--- src/rtl/midi_voice_allocator.sv ---
// MIDI note-on/note-off parser with running status feeding a small voice pool.
// Define VOICE_STEAL_EN to steal the oldest voice when the pool is full (default: drop the note).
module midi_voice_allocator #(
  parameter int         NUM_VOICES   = 8,
  parameter logic [3:0] MIDI_CHANNEL = 4'd0,
  parameter int         NOTE_LO      = 21,
  parameter int         NOTE_HI      = 108
) (
  input  logic                    clk,
  input  logic                    nreset,
  input  logic                    byte_valid,
  input  logic [7:0]              byte_data,
  output logic                    byte_ready,
  output logic [NUM_VOICES-1:0]   voice_active,
  output logic [NUM_VOICES*7-1:0] voice_key,
  output logic [NUM_VOICES*7-1:0] voice_velocity,
  output logic [NUM_VOICES-1:0]   voice_trig,
  output logic [3:0]              active_count,
  output logic                    note_dropped
);

  typedef enum logic [1:0] {IDLE, DATA1, DATA2, COMMIT} state_t;

  localparam logic [6:0] NOTE_LO_7 = 7'(NOTE_LO);
  localparam logic [6:0] NOTE_HI_7 = 7'(NOTE_HI);

  state_t                state_q, state_d;
  logic                  is_on_q, is_on_d;
  logic [6:0]            note_q, note_d, vel_q, vel_d;
  logic [NUM_VOICES-1:0] active_q, active_d, trig_q, trig_d;
  logic [6:0]            key_q [NUM_VOICES];
  logic [6:0]            key_d [NUM_VOICES];
  logic [6:0]            velo_q [NUM_VOICES];
  logic [6:0]            velo_d [NUM_VOICES];
  logic                  dropped_q, dropped_d;
  logic [3:0]            count_q, count_d;

  logic [6:0]            key_idx;
  logic                  in_range, note_on, accept;
  logic [NUM_VOICES-1:0] hit_oh, free_oh, tgt_oh;
  logic                  found_hit, found_free;
  logic [3:0]            cnt;

`ifdef VOICE_STEAL_EN
  localparam logic [2:0] AGE_MAX = 3'(NUM_VOICES - 1);
  logic [2:0]            age_q [NUM_VOICES];
  logic [2:0]            age_d [NUM_VOICES];
  logic [NUM_VOICES-1:0] old_oh;
  logic [2:0]            old_age;
`endif

  assign accept     = byte_valid && (state_q != COMMIT);
  assign byte_ready = (state_q != COMMIT);
  assign key_idx    = note_q - NOTE_LO_7;
  assign in_range   = (note_q >= NOTE_LO_7) && (note_q <= NOTE_HI_7);
  assign note_on    = is_on_q && (vel_q != 7'd0);

  always_comb begin
    state_d = state_q;
    is_on_d = is_on_q;
    note_d  = note_q;
    vel_d   = vel_q;
    if (state_q == COMMIT) begin
      state_d = DATA1;
    end else if (accept) begin
      if (byte_data[7]) begin
        // Realtime bytes (0xF8-0xFF) fall through untouched.
        if (byte_data < 8'hF8) begin
          if ((byte_data[3:0] == MIDI_CHANNEL) &&
              ((byte_data[7:4] == 4'h9) || (byte_data[7:4] == 4'h8))) begin
            is_on_d = byte_data[4];
            state_d = DATA1;
          end else begin
            state_d = IDLE;
          end
        end
      end else begin
        case (state_q)
          DATA1: begin note_d = byte_data[6:0]; state_d = DATA2;  end
          DATA2: begin vel_d  = byte_data[6:0]; state_d = COMMIT; end
          default: ;
        endcase
      end
    end
  end

  always_comb begin
    active_d   = active_q;
    trig_d     = '0;
    dropped_d  = 1'b0;
    hit_oh     = '0;
    free_oh    = '0;
    tgt_oh     = '0;
    found_hit  = 1'b0;
    found_free = 1'b0;
    for (int v = 0; v < NUM_VOICES; v++) begin
      key_d[v]  = key_q[v];
      velo_d[v] = velo_q[v];
      if (!found_hit && active_q[v] && (key_q[v] == key_idx)) begin
        hit_oh[v] = 1'b1;
        found_hit = 1'b1;
      end
      if (!found_free && !active_q[v]) begin
        free_oh[v] = 1'b1;
        found_free = 1'b1;
      end
    end
`ifdef VOICE_STEAL_EN
    old_oh    = '0;
    old_oh[0] = 1'b1;
    old_age   = age_q[0];
    for (int v = 1; v < NUM_VOICES; v++) begin
      if (age_q[v] > old_age) begin
        old_oh    = '0;
        old_oh[v] = 1'b1;
        old_age   = age_q[v];
      end
    end
`endif
    if ((state_q == COMMIT) && in_range) begin
      if (note_on) begin
        if (found_hit) begin
          for (int v = 0; v < NUM_VOICES; v++) begin
            if (hit_oh[v]) begin
              velo_d[v] = vel_q;
              trig_d[v] = 1'b1;
            end
          end
        end else if (found_free) begin
          tgt_oh = free_oh;
        end else begin
`ifdef VOICE_STEAL_EN
          tgt_oh = old_oh;
`else
          dropped_d = 1'b1;
`endif
        end
      end else begin
        // Release keeps key/velocity so the envelope can finish its tail.
        for (int v = 0; v < NUM_VOICES; v++) begin
          if (active_q[v] && (key_q[v] == key_idx)) active_d[v] = 1'b0;
        end
      end
    end
    for (int v = 0; v < NUM_VOICES; v++) begin
      if (tgt_oh[v]) begin
        key_d[v]    = key_idx;
        velo_d[v]   = vel_q;
        active_d[v] = 1'b1;
        trig_d[v]   = 1'b1;
      end
    end
`ifdef VOICE_STEAL_EN
    for (int v = 0; v < NUM_VOICES; v++) begin
      age_d[v] = age_q[v];
      if (|tgt_oh) begin
        if (tgt_oh[v]) age_d[v] = 3'd0;
        else if (active_q[v] && (age_q[v] != AGE_MAX)) age_d[v] = age_q[v] + 3'd1;
      end
    end
`endif
  end

  always_comb begin
    cnt = 4'd0;
    for (int v = 0; v < NUM_VOICES; v++) cnt = cnt + {3'd0, active_q[v]};
    count_d = (cnt == 4'd0) ? 4'd1 : cnt;
  end

  always_ff @(posedge clk) begin
    if (!nreset) begin
      state_q   <= IDLE;
      is_on_q   <= 1'b0;
      note_q    <= '0;
      vel_q     <= '0;
      active_q  <= '0;
      trig_q    <= '0;
      dropped_q <= 1'b0;
      count_q   <= 4'd1;
      for (int v = 0; v < NUM_VOICES; v++) begin
        key_q[v]  <= '0;
        velo_q[v] <= '0;
`ifdef VOICE_STEAL_EN
        age_q[v]  <= '0;
`endif
      end
    end else begin
      state_q   <= state_d;
      is_on_q   <= is_on_d;
      note_q    <= note_d;
      vel_q     <= vel_d;
      active_q  <= active_d;
      trig_q    <= trig_d;
      dropped_q <= dropped_d;
      count_q   <= count_d;
      for (int v = 0; v < NUM_VOICES; v++) begin
        key_q[v]  <= key_d[v];
        velo_q[v] <= velo_d[v];
`ifdef VOICE_STEAL_EN
        age_q[v]  <= age_d[v];
`endif
      end
    end
  end

  for (genvar g = 0; g < NUM_VOICES; g++) begin : g_pack
    assign voice_key[7*g +: 7]      = key_q[g];
    assign voice_velocity[7*g +: 7] = velo_q[g];
  end

  assign voice_active = active_q;
  assign voice_trig   = trig_q;
  assign active_count = count_q;
  assign note_dropped = dropped_q;

endmodule

--- config.mk ---
export PLATFORM = sky130hd
export DESIGN_NAME = midi_voice_allocator
export DESIGN_NICKNAME = d
export VERILOG_FILES = /design/src/rtl/midi_voice_allocator.sv
export SDC_FILE = /design/constraint.sdc
export NUM_CORES = 1
export LEC_CHECK = 0
export CAP_MARGIN = 15
export CORE_MARGIN = 2
export CORE_UTILIZATION = 57
export CTS_CLUSTER_DIAMETER = 60
export DETAILED_ROUTE_END_ITERATION = 8
export PLACE_DENSITY = 0.86
export SYNTH_ARGS = -nofsm -noshare
export SYNTH_HDL_FRONTEND = slang
export SYNTH_SLANG_ARGS = --single-unit
--- constraint.sdc ---
create_clock -name clk -period 8.64 [get_ports clk]
set_input_delay 1.728 -clock clk [delete_from_list [all_inputs] [get_ports clk]]
set_output_delay 1.728 -clock clk [all_outputs]
set_load 0.01 [all_outputs]
---- After elaboration in Yosys (flattened, before gate mapping) ----
Memories as Yosys holds them, arrays and structs flattened.
Cells that the tools add are included.
word-level totals
  register bits after elaboration ......... 38
  latch bits .............................. 0
  memory bits (writable) .................. 112
  ROM bits ................................ 0
  output and inout port bits .............. 134
  logic and storage cells ................. 290
  memories ................................ 2
memories
  name    depth  bits a word  read ports  clocked after memory_dff  write ports  RTL line  source
  key_q   8      7            8           0                         8            31        logic [6:0] key_q [NUM_VOICES];
  velo_q  8      7            8           0                         8            33        logic [6:0] velo_q [NUM_VOICES];
operators by class
  add/subtract/negate cells ............... 8
  multipliers ............................. 0
  div/mod/pow operators ................... 0
  $lt $le $gt $ge ......................... 3
  eq/ne operators ......................... 24
  shifts and indexed selects .............. 0
  mux-type cells .......................... 123
  bitwise gates (word level) .............. 21
  reductions and logical operators ........ 93
operator list
  cell                 count
  $mux 7               40
  $mux 56              3
  $mux 8               9
  $mux 1               68
  $eq 7x7->1           8
  $logic_and 1x1->1    34
  $reduce_bool 2->1    17
  $reduce_and 3->1     10
  $logic_not 1->1      20
  $ne 2x1->1 const B   9
  $add 4x1->4          4
  $or 1x1->1           16
  $eq 4x4->1 const B   2
  $logic_not 4->1      2
  $lt 8x8->1 const B   1
  $reduce_and 4->1     2
  $ge 7x5->1 const B   1
  $le 7x7->1 const B   1
  $reduce_bool 7->1    1
  $sub 7x5->7 const B  1
  $not 1->1            5
  $reduce_and 5->1     1
  $add 3x1->4          1
  $eq 2x2->1 const B   2
  other kinds (12)     14

---- Depth between registers and ports, before layout ----
Gate-level depths: netlist of the first run.
  depth after elaboration ................. 38
  mapped depth ............................ 15
  gate-level depth less buffers ........... 11

---- Worst setup path before layout of the first run ----
No wires, ideal clock.
  kind .................................... input port to flip-flop
  start ................................... input nreset
  end ..................................... register trig_q[2], in the netlist voice_trig[2]
  data arrival time ....................... 3.108 ns
  path slack .............................. 5.474 ns
  cell stages on the path ................. 6
  path buffers ............................ 4
  path through ............................ clkbuf_1 -> clkbuf_1 -> clkbuf_1 -> clkbuf_1 -> nand2_1 -> o21ba_2
RTL lines
  item                  RTL line  source
  start, declared       10        input logic nreset,
  end signal, assigned  193       trig_q <= trig_d;
  end, declared         30        logic [NUM_VOICES-1:0] active_q, active_d, trig_q, trig_d;

==> results of run 1 <==
## synthesized netlist by cell type, types with 4 or more instances
master,n
buf_1,4
and3_1,4
nor3_1,7
dfxtp_1,150
xnor3_1,10
nor4_1,12
xnor2_1,45
buf_4,8
o21ai_0,7
o21a_1,10
buf_2,19
ha_1,10
and4_1,4
inv_1,22
a31oi_1,33
o2111ai_1,7
nand4_1,12
o311ai_0,7
mux2i_1,96
fa_1,4
nor2b_1,5
a311o_1,8
a2bb2oi_1,7
xor2_1,20
nand3_1,18
nor2_1,44
or4_1,16
a41oi_1,5
nand2_1,129
clkbuf_1,36
a21oi_1,15
o311ai_1,14
and2_1,10
## cell families (layout without fill, tap and decap cells)
group	after synthesis	count (layout)	share of synthesized area
muxes	96	96	0.120
DFF	150	150	0.375
buffers and inverters	93	206	0.0531
adders and majority gates	14	14	0.0256
and+or+nand+nor	291	291	0.191
xor gates and xnor gates	78	78	0.108
AOI/OAI and AO/OA	133	133	0.127
## registers in the layout, summed over array words and instances, names as in the netlist
signal        flops
active_count      4
is_on_q           1
key_q            56
note_dropped      1
note_q            7
state_q           2
vel_q             7
velo_q           56
voice_active      8
voice_trig        8
## layout make-up
cell class                 instances  area share
inverter                          23     0.00863
clock inverter                    12      0.0143
multi-input combinational        612       0.460
clock buffer                      20      0.0457
sequential                       150       0.300
timing repair buffer             151       0.149
tap                              180      0.0225
## where the power goes
group,internal (mW),switching (mW),total (mW)
combinational,0.0195,0.0352,0.0547
clock,0.444,0.307,0.752
sequential,0.693,0.00461,0.698
## worst max-delay path: cells and delay by family, from the launching register on
kind,cells,cell delay [ps]
AO/OA/AOI/OAI,1,380
flip-flops,1,750
buffers and inverters,1,170
AND/OR/NAND/NOR,4,2420
adder cells (fa/ha/maj),1,360
multiplexers,1,250
XOR/XNOR,1,160
## worst min path at each step
stage / from / end / slack, ps / cells after the start
2_1_floorplan: velo_q[1][0] / velo_q[1][0] / 480 / 2
3_3_place_gp: velo_q[1][19] / velo_q[1][19] / 450 / 2
3_5_place_dp: velo_q[1][15] / velo_q[1][15] / 450 / 2
4_1_cts: velo_q[1][14] / velo_q[1][14] / 460 / 2
6_report: velo_q[1][14] / velo_q[1][14] / 460 / 2
5_1_grt: velo_q[1][19] / velo_q[1][19] / 480 / 2
## metal layers
metal,global-route usage,vias up,part of all wire
met1,0.435,3457,0.43
li1,-,3265,-
met5,0,-,0
met4,0.126,0,0.028
met2,0.467,386,0.46
met3,0.0632,58,0.088
==> results.cfg, run 1 <==
[outcome]
status = complete, no violations

[clock_network]
clkTransAtPathRegs_ps = 70
clk_path_buf_depth = 2
clock_sinks = 150
cts_max_level = 4
clock_latency_ps = 430
clk_root_buffer_cell = clkbuf_16
postCtsResizedCells = 0
cts_hold_buf = 0
postCtsSetupBuffers = 0
tritoncts = done
numCtsBuffers = 17

[finish]
layout_common_cells = dfxtp_1, clkdlybuf4s50_1, nand2_1
layout_commonest_cell = dfxtp_1
regArea_um2 = 3000
syn_to_final_growth_pct = 25.0
layout.nets = 980
drive_gt1_frac = 0.0713
fin_area_um2 = 10000
layout.cells.non_filler = 1148
diodes = 0
utilization = 0.726
multiInputGateArea_um2 = 4600
nFillCells = 1003

[sta]
worst_slack_ps = 4070
finalHoldViolCount = 0
finalSetupTns_ps = 0
fin_skew_ps = 11.2
fin_crit_sh = 0.528
rsz0062_at_grt = false
setup_viol = 0
worstMarginPinSlew_ps = 1010
min_period_ps = 4570
final_max_slew_viol_count = 0
slew_headroom = 0.328
whs_ps = 462
max_freq_mhz = 219

[global_route]
antenna_found_initial = 0
grtUsageTotal = 0.310
grt_pass1_vias = 6730
grt_pass1_wl_um = 36100
grt_max_degree = 85
grt_remaining_overflow = 0

[floorplanning]
die_area_um2 = 15000
ios = 145
rows = 43
die_width_um = 123
core_area_um2 = 13800
die_h_um = 123
start_util = 0.581

[critical_path]
r2r_end = key_q[1][1]
slowest_delay_ps = 940
startpoint_type = flip-flop
cp_slowest_cell = and3_1
rrSetupSlack_ps = 4070
end_kind = flip-flop
r2r-start = note_q[0]
worst-path-max-fanout = 25
critPathArrivalTime_ps = 4920
path_cells = inv_1, ha_1, nand2b_4, a21oi_4, xnor2_1, nand4_1, and3_1, and4_1, mux2i_1
cp-endpoint = key_q[1][1]
startpoint = note_q[0]
rr_worst_depth = 9
required_ps = 8990
path_class = flip-flop to flip-flop

[synth]
ys_ff_latch = 150
synth_ff_type = dfxtp_1
syn_nets = 880
synth_edf_count = 0
yosysSeqAreaShare = 0.375
yosys_warnings = 0
synth_area_leader_cell = dfxtp_1
synth_async_sr_flop_share = 0
synth_area_per_cell_um2 = 9.36
synth_cells = 855
ys_top_cells_by_area = dfxtp_1, mux2i_1, nand2_1
netlist.area_leader.share = 0.375
synth_cell_type_count = 75
synth_area_um2 = 8010

[route]
wl_per_cell_um = 20.0
vias = 7166
drt_wl_total_um = 23000
via_per_inst = 6.24
dr.pass1.iters = 5
postRouteAntennaNets = 0
first_iter_violations = 801
drcViolationCount = 0

[placement]
dp_hpwl_um = 15500
port_buffers = 144
dp.cells = 1115
place_congestion = 0.883
dp_slack_ps = 4280
post_dp_cell_area_um2 = 9400

[pwr]
p_total_mw = 1.50
power_leakage_nw = 3.52
power_density_nw_per_um2 = 150
peakVddDrop_mv = 0.142

[hold_path]
hold_path_class = flip-flop to flip-flop

[run]
cap_violations = 0
Note: power is estimated with default switching activity, not from simulation.
==> run 2, diff against run 1 <==
- CORE_UTILIZATION: 57 -> 53
- PLACE_DENSITY: 0.86 -> 0.81
- clock period: 8.64 -> 4.78 ns (I/O delays scaled with it)
==> results.cfg, run 2 (synthesis gave the netlist of run 1 again) <==
[global_route]
grt_remaining_overflow = 0
grt_max_degree = 85
grt.busiest_layer = met2
use_met2 = 0.449
grt_pass1_wl_um = 37000
grt_pass1_vias = 6773
grtUsageMet3 = 0.0654
use_met1 = 0.395
antenna_found_initial = 0
grtUsageTotal = 0.290

[floorplanning]
ios = 145
core_area_um2 = 14600
die_width_um = 127
die_area_um2 = 16100
start_util = 0.547
rows = 44
die_h_um = 127

[finish]
utilization = 0.690
fin_area_um2 = 10100
largestRegisters = key_q x56, velo_q x56
nFillCells = 1127
layout.cells.non_filler = 1164
regArea_um2 = 3000
multiInputGateArea_um2 = 4600
layout.nets = 993
layout_common_cells = dfxtp_1, clkdlybuf4s50_1, nand2_1
drive_gt1_frac = 0.0827
diodes = 0
layout_commonest_cell = dfxtp_1
syn_to_final_growth_pct = 26.3

[sta]
slew_headroom = 0.316
final_max_slew_viol_count = 0
setup_viol = 0
rsz0062_at_grt = false
finalHoldViolCount = 0
min_period_ps = 3740
finalSetupTns_ps = 0
whs_ps = 458
worstMarginPinSlew_ps = 1020
fin_crit_sh = 0.782
max_freq_mhz = 268
fin_skew_ps = 12.6

[clock_network]
clkTransAtPathRegs_ps = 60
clock_sinks = 150
clk_path_buf_depth = 2
cts_hold_buf = 0
postCtsResizedCells = 0
cts_max_level = 4
clk_root_buffer_cell = clkbuf_16
postCtsSetupBuffers = 0
clock_latency_ps = 430
tritoncts = done
numCtsBuffers = 17

[critical_path]
slowest_delay_ps = 580
rrSetupSlack_ps = 1040
path_class = flip-flop to flip-flop
critPathArrivalTime_ps = 4080
end_kind = flip-flop
rr_worst_depth = 12
worstSetupPathDepth = 12
path_buf_inv = 4
path_cells = buf_4, inv_1, ha_1, nand2b_4, a21oi_4, xnor2_1, nor4_2, buf_4, nor3b_2, buf_4, and4_1, mux2i_1
required_ps = 5120
r2r_end = key_q[1][20]
cp_slowest_cell = and4_1
crit_family = simple AND/OR/NAND/NOR gates
r2r-start = note_q[0]
startpoint_type = flip-flop
crit_top_cell = buf_4
worst-path-max-fanout = 22

[route]
drcViolationCount = 0
wl_per_cell_um = 20.4
postRouteAntennaNets = 0
via_per_inst = 6.22
drt_wl_total_um = 23700
vias = 7237
first_iter_violations = 861
dr.pass1.iters = 5

[placement]
place_congestion = 0.872
port_buffers = 144
post_dp_cell_area_um2 = 9510
dp_hpwl_um = 15900
dp.cells = 1133

[pwr]
power_density_nw_per_um2 = 272
power_leakage_nw = 3.59
peakVddDrop_mv = 0.236

[hold_path]
holdPathEnd = velo_q[1][21]
min_from = velo_q[1][21]
hold_path_class = flip-flop to flip-flop
hold_path_depth = 2

[outcome]
status = complete, no violations

[run]
cap_violations = 0
==> run 2: cell count changes in the layout (fill, tap and decap cells not counted) <==
cell	before	now
bufinv_16	2	3
clkinv_4	3	4
clkbuf_8	2	0
buf_4	8	21
clkinvlp_4	4	2
inv_6	3	2
inv_8	0	1
clkinv_2	0	1
==> run 2: cell type report <==
| cell class | instances | share of cell area |
|---|---|---|
| Multi-Input combinational cell | 612 | 0.455 |
| Sequential cell | 150 | 0.297 |
| Timing Repair Buffer | 164 | 0.157 |
| Clock buffer | 18 | 0.0425 |
| Tap cell | 184 | 0.0228 |
| Clock inverter | 13 | 0.0172 |
| Inverter | 23 | 0.00854 |
==> run 2: worst reg2reg max path, delay by kind of cell (launching register included) <==
| kind | cells | cell delay (ps) |
|---|---|---|
| xor+xnor | 1 | 200 |
| compound gates | 1 | 370 |
| flops | 1 | 300 |
| mux | 1 | 270 |
| simple gates | 4 | 1280 |
| buf+inv | 4 | 900 |
| fa+ha+maj | 1 | 320 |
==> run 2: per-stage QoR <==
step / power [mW] / worst slack [ps]
after floorplan: 1.36 / 1810
after global placement: 1.39 / 1300
after detailed placement: 1.39 / 1210
after CTS: 2.75 / 1100
after global routing: 2.82 / 809
final: 2.75 / 1040
==> run 2: report_power, final <==
part,internal [mW],leakage [nW],switching [mW],total [mW]
Combinational,0.0369,2.10,0.0688,0.106
Clock,0.826,0.289,0.558,1.38
Sequential,1.25,1.21,0.00552,1.26
Total,2.12,3.59,0.632,2.75
==> run 2: how the worst max path moves through the flow <==
stage / endpoint / slack [ps] / from
after CTS: key_q[0][18] / 1100 / note_q[0]
after detailed placement: key_q[1][20] / 1210 / note_q[0]
after global routing: key_q[1][20] / 810 / note_q[0]
after global placement: key_q[1][16] / 1300 / note_q[0]
final: key_q[1][20] / 1040 / note_q[0]
after floorplan: velo_q[0][14] / 1810 / note_q[0]
==> run 2: layer usage <==
layer | up-vias | routed length, µm
met5 | - | 0
met4 | 0 | 659
met3 | 56 | 2150
met2 | 412 | 10800
met1 | 3467 | 10000
li1 | 3302 | -
